<file path="config.mk">
export PLATFORM = sky130hd
export DESIGN_NAME = bin2bcd_seq
export DESIGN_NICKNAME = d
export VERILOG_FILES = /design/src/rtl/bin2bcd_seq.sv
export SDC_FILE = /design/constraint.sdc
export NUM_CORES = 1
export LEC_CHECK = 0
export ABC_CLOCK_PERIOD_IN_PS = 3200
export CAP_MARGIN = 20
export CORE_MARGIN = 5
export CORE_UTILIZATION = 35
export CTS_CLUSTER_SIZE = 30
export DETAILED_ROUTE_END_ITERATION = 10
export MAX_ROUTING_LAYER = met4
export PLACE_DENSITY = 0.53
export REMOVE_ABC_BUFFERS = 1
export SETUP_SLACK_MARGIN = 0.2
export SLEW_MARGIN = 20
export SYNTH_ARGS = -nofsm -noshare
export SYNTH_HDL_FRONTEND = slang
export SYNTH_SLANG_ARGS = --single-unit
</file>
<file path="constraint.sdc">
create_clock -name clk -period 3.2 [get_ports clk]
set_clock_uncertainty 0.1 [all_clocks]
set_input_delay 0.48 -clock clk [delete_from_list [all_inputs] [get_ports clk]]
set_output_delay 0.48 -clock clk [all_outputs]
set_load 0.02 [all_outputs]
</file>
<file path="src/rtl/bin2bcd_seq.sv">
// Sequential double-dabble binary-to-BCD converter, one input bit per clock.
// Result registered WIDTH edges after start is accepted; start is ignored while busy.
module bin2bcd_seq #(
  parameter int WIDTH  = 8,
  parameter int DIGITS = 3
) (
  input  logic                  clk,
  input  logic                  rst,
  input  logic                  start,
  input  logic [WIDTH-1:0]      bin,
  output logic                  busy,
  output logic                  done,
  output logic [4*DIGITS-1:0]   bcd,
  output logic                  overflow
);

  localparam int CW = $clog2(WIDTH + 1);
  localparam int BW = 4 * DIGITS;

  typedef enum logic [1:0] {IDLE, SHIFT, DONE} state_t;

  state_t          r_state;
  state_t          w_state_next;
  logic [WIDTH-1:0] r_sr;
  logic [BW-1:0]   r_acc;
  logic [BW-1:0]   w_adj;
  logic [BW-1:0]   w_acc_shift;
  logic            w_carry;
  logic            w_last;
  logic            r_ovf;
  logic [CW-1:0]   r_cnt;
  logic            r_busy;
  logic            r_done;
  logic [BW-1:0]   r_bcd;
  logic            r_overflow;

  always_ff @(posedge clk) begin
    if (rst) r_state <= IDLE;
    else     r_state <= w_state_next;
  end

  always_comb begin
    w_state_next = r_state;
    w_last       = (r_cnt == CW'(1));
    case (r_state)
      IDLE:    if (start)  w_state_next = SHIFT;
      SHIFT:   if (w_last) w_state_next = DONE;
      DONE:    w_state_next = IDLE;
      default: w_state_next = IDLE;
    endcase
  end

  // All digits adjusted from pre-shift values, then one left shift of {acc, sr}.
  always_comb begin
    w_adj = r_acc;
    for (int k = 0; k < DIGITS; k++) begin
      if (r_acc[4*k +: 4] >= 4'd5) w_adj[4*k +: 4] = r_acc[4*k +: 4] + 4'd3;
    end
    w_carry     = w_adj[BW-1];
    w_acc_shift = {w_adj[BW-2:0], r_sr[WIDTH-1]};
  end

  always_ff @(posedge clk) begin
    if (rst) begin
      r_sr       <= '0;
      r_acc      <= '0;
      r_ovf      <= 1'b0;
      r_cnt      <= '0;
      r_busy     <= 1'b0;
      r_done     <= 1'b0;
      r_bcd      <= '0;
      r_overflow <= 1'b0;
    end else begin
      r_busy <= (w_state_next != IDLE);
      r_done <= (w_state_next == DONE);
      case (r_state)
        IDLE: begin
          if (start) begin
            r_sr  <= bin;
            r_acc <= '0;
            r_ovf <= 1'b0;
            r_cnt <= CW'(WIDTH);
          end
        end
        SHIFT: begin
          r_sr  <= r_sr << 1;
          r_acc <= w_acc_shift;
          r_ovf <= r_ovf | w_carry;
          r_cnt <= r_cnt - CW'(1);
          if (w_last) begin
            r_bcd      <= w_acc_shift;
            r_overflow <= r_ovf | w_carry;
          end
        end
        default: ;
      endcase
    end
  end

  assign busy     = r_busy;
  assign done     = r_done;
  assign bcd      = r_bcd;
  assign overflow = r_overflow;

endmodule

</file>
==> summary.txt <==
Status: complete, no violations
Most common cell after layout, fill and taps aside: dfxtp_1
Largest net degree at the start of global routing: 20
Mapped Area: 0.00187 mm2
Most frequent cells in the layout: 42 x dfxtp_1, 28 x nor2_1, 25 x clkdlybuf4s50_1, 13 x nor3_1, 11 x a21oi_1
Worst min-delay path class: flop to flop
Reg clk slew, reported paths: 0.08 ns
Clock sinks: 42
Slew @ Worst Pin: 0.783 ns
Post-route minimum period: 1.89 ns
Setup TNS: 0 ns
Final period utilization: 59.0%
Post-synth top flop: dfxtp_1
Top-area cell type share of the netlist area: 44.9%
CTS Hold Buffers Added: 0
Cells after Synth: 210
Die H: 83.2 um
Final setup viols: 0
Row count: 26
Ports: 26
Die Area: 0.00692 mm2
Worst Setup Start Kind: primary input
Worst Path Buf+Inv: 2
Register area share after synthesis: 44.9%
Synth warn: 0
Critical path arrival: 1.98 ns
First-pass iteration count of the detailed router: 6
Cell Count, Final, Fillers Out: 308
Multi-input logic area: 950 um2
H-tree depth: 2
Area grow syn2layout: 21.4%
Drt wl/cell: 14.1 um
CP endpoint kind: flop
Delay of the slowest critical-path stage: 0.50 ns
Cell Pwr Density: 451 mW/mm2
DR vias/cell: 5.06
Port Buffers: 25
Slew headroom: 47.7%
CP cell instances: clkdlybuf4s50_1 > inv_1 > a21oi_2 > nor2_1 > a22o_1
Data required time at the worst endpoint: 3.29 ns
P_leak: 0.889 nW
Number of routed nets with antenna violations: 0
CTS Buf Count: 5
Critical path depth: 5
Yosys cell types: 37
CTS max path bufs: 2
Ranking of synthesized cells by area: dfxtp_1 45%, nor2_1 5.6%, ha_1 5.3%
Fraction of layout cells with a size suffix above 1: 5.88%
Max-cap violations: 0
Crit-path leading delay family: compound AO/OA/AOI/OAI gates
NumNets Final: 256
GP Congestion: 0.747
Filler cell count: 550
Number of synthesized flops with an enable pin: 0
CTS tree: yes
Yosys top cell by area: dfxtp_1
Initial antenna violation count: 0
Initial core utilization: 36.5%
Clock latency on the worst-skew pair: 0.29 ns
Worst Path Max Fanout: 9
Fmax: 0.530 GHz
Yosys reg bits: 42
Area of the core: 0.00514 mm2
Syn Area/Cell: 8.93 um2
Post-placement cell count: 300
R2r worst-path depth: 5
Unrepaired setup endpoints after global routing: false
Resized cells post-CTS: 0
Worst hold path depth: 2
CTS root buf: clkbuf_8
N_diodes: 0
Grt total ovfl: 0
Post-route DRC: 0
Vias in the first global route: 1,548
Post-CTS setup buffer count: 0
Synth async-reset ratio: 0%
Die width: 83.2 um
Register Area: 841 um2
Dpl hpwl: 3030 um
Final Hold Viols: 0
Initial DRC count: 50
Gr usage total: 13.7%
Peak supply drop: 0.178 mV
CP max-delay cell: clkdlybuf4s50_1
Final Max Slew Viols: 0
DR vias: 1,559
First-pass GRT wire length: 7530 um
Crit Path Category: primary input to flop
Wirelength, routed: 4340 um
metal layers:
metal  global-route usage, %  vias to the layer above  part of all wire (%)
li1                        -                      802                     -
met1                    17.1                      721                    47
met2                    21.4                       30                    47
met3                    3.56                        6                   4.2
met4                    5.05                        0                   1.7
met5                       -                        -                     0
worst reg2reg max path: cells and delay by family, from the launching register on:
| kind | cells | cell delay [ns] |
|---|---|---|
| DFF | 1 | 0.41 |
| AOI/OAI and AO/OA | 1 | 0.17 |
| and+or+nand+nor | 3 | 0.96 |
| adders and majority gates | 1 | 0.19 |
cells in the mapped netlist, drive strengths merged, types with 3 or more instances:
master and instances:
xnor2 3, a21oi 12, o21ai 9, dfxtp 42
nand2b 5, buf 4, inv 11, nand2 7
nand3 4, clkbuf 3, nor2 28, o22ai 7
a21o 8, mux2i 3, nor3 13, and3 5
ha 8, a22o 5, a211oi 6, o2bb2ai 3
nor3b 6, nor2b 8
cell families (layout without fill, tap and decap cells):
group                      count (synthesis)  in the layout  share of synthesized area [%]
muxes                                      3              3                           1.60
adders and majority gates                  8              8                           5.34
AOI/OAI and AO/OA                         56             56                           20.1
buffers and inverters                     18             46                           4.47
DFF                                       42             42                           44.9
xor gates and xnor gates                   3              3                           1.40
and+or+nand+nor                           80             80                           22.2
state kept, by name (all words and copies together), names as in the netlist:
register,count
bcd,12
r_state,2
busy,1
r_ovf,1
overflow,1
done,1
r_cnt,4
r_sr,8
r_acc,12
final timing paths:
check / to / slack, ns / startpoint
max: r_acc[6] / 1.31 / start
min reg2reg: bcd[0] / 0.36 / bcd[0]
min: bcd[0] / 0.36 / bcd[0]
max reg2reg: bcd[2] / 1.33 / r_cnt[0]
where the power goes:
part | total (mW) | switching (mW) | internal (mW)
Clock | 0.354 | 0.180 | 0.174
Sequential | 0.561 | 0.0182 | 0.542
Combinational | 0.112 | 0.0611 | 0.0507
Total | 1.03 | 0.259 | 0.767
cell type report:
type / count / share of cell area (%)
clock buffers: 7 / 3.79
clock inverters: 1 / 0.220
inverters: 11 / 1.81
multi-input cells: 150 / 41.7
flip-flops and latches: 42 / 36.9
well taps: 70 / 3.85
repair buffers: 27 / 11.7
stage by stage:
step	util, %	power, mW	worst slack, ns	cell area, um2	hold WS [ns]
2_1_floorplan	-	0.637	1.58	1830	0.339
3_3_place_gp	42.5	0.687	1.01	2180	0.346
3_5_place_dp	42.5	0.687	0.990	2180	0.350
4_1_cts	44.3	1.04	1.28	2280	0.361
5_1_grt	44.3	1.08	1.16	2280	0.407
6_report	44.3	1.03	1.31	2280	0.356
No activity file was read; power rests on OpenSTA's default activity.
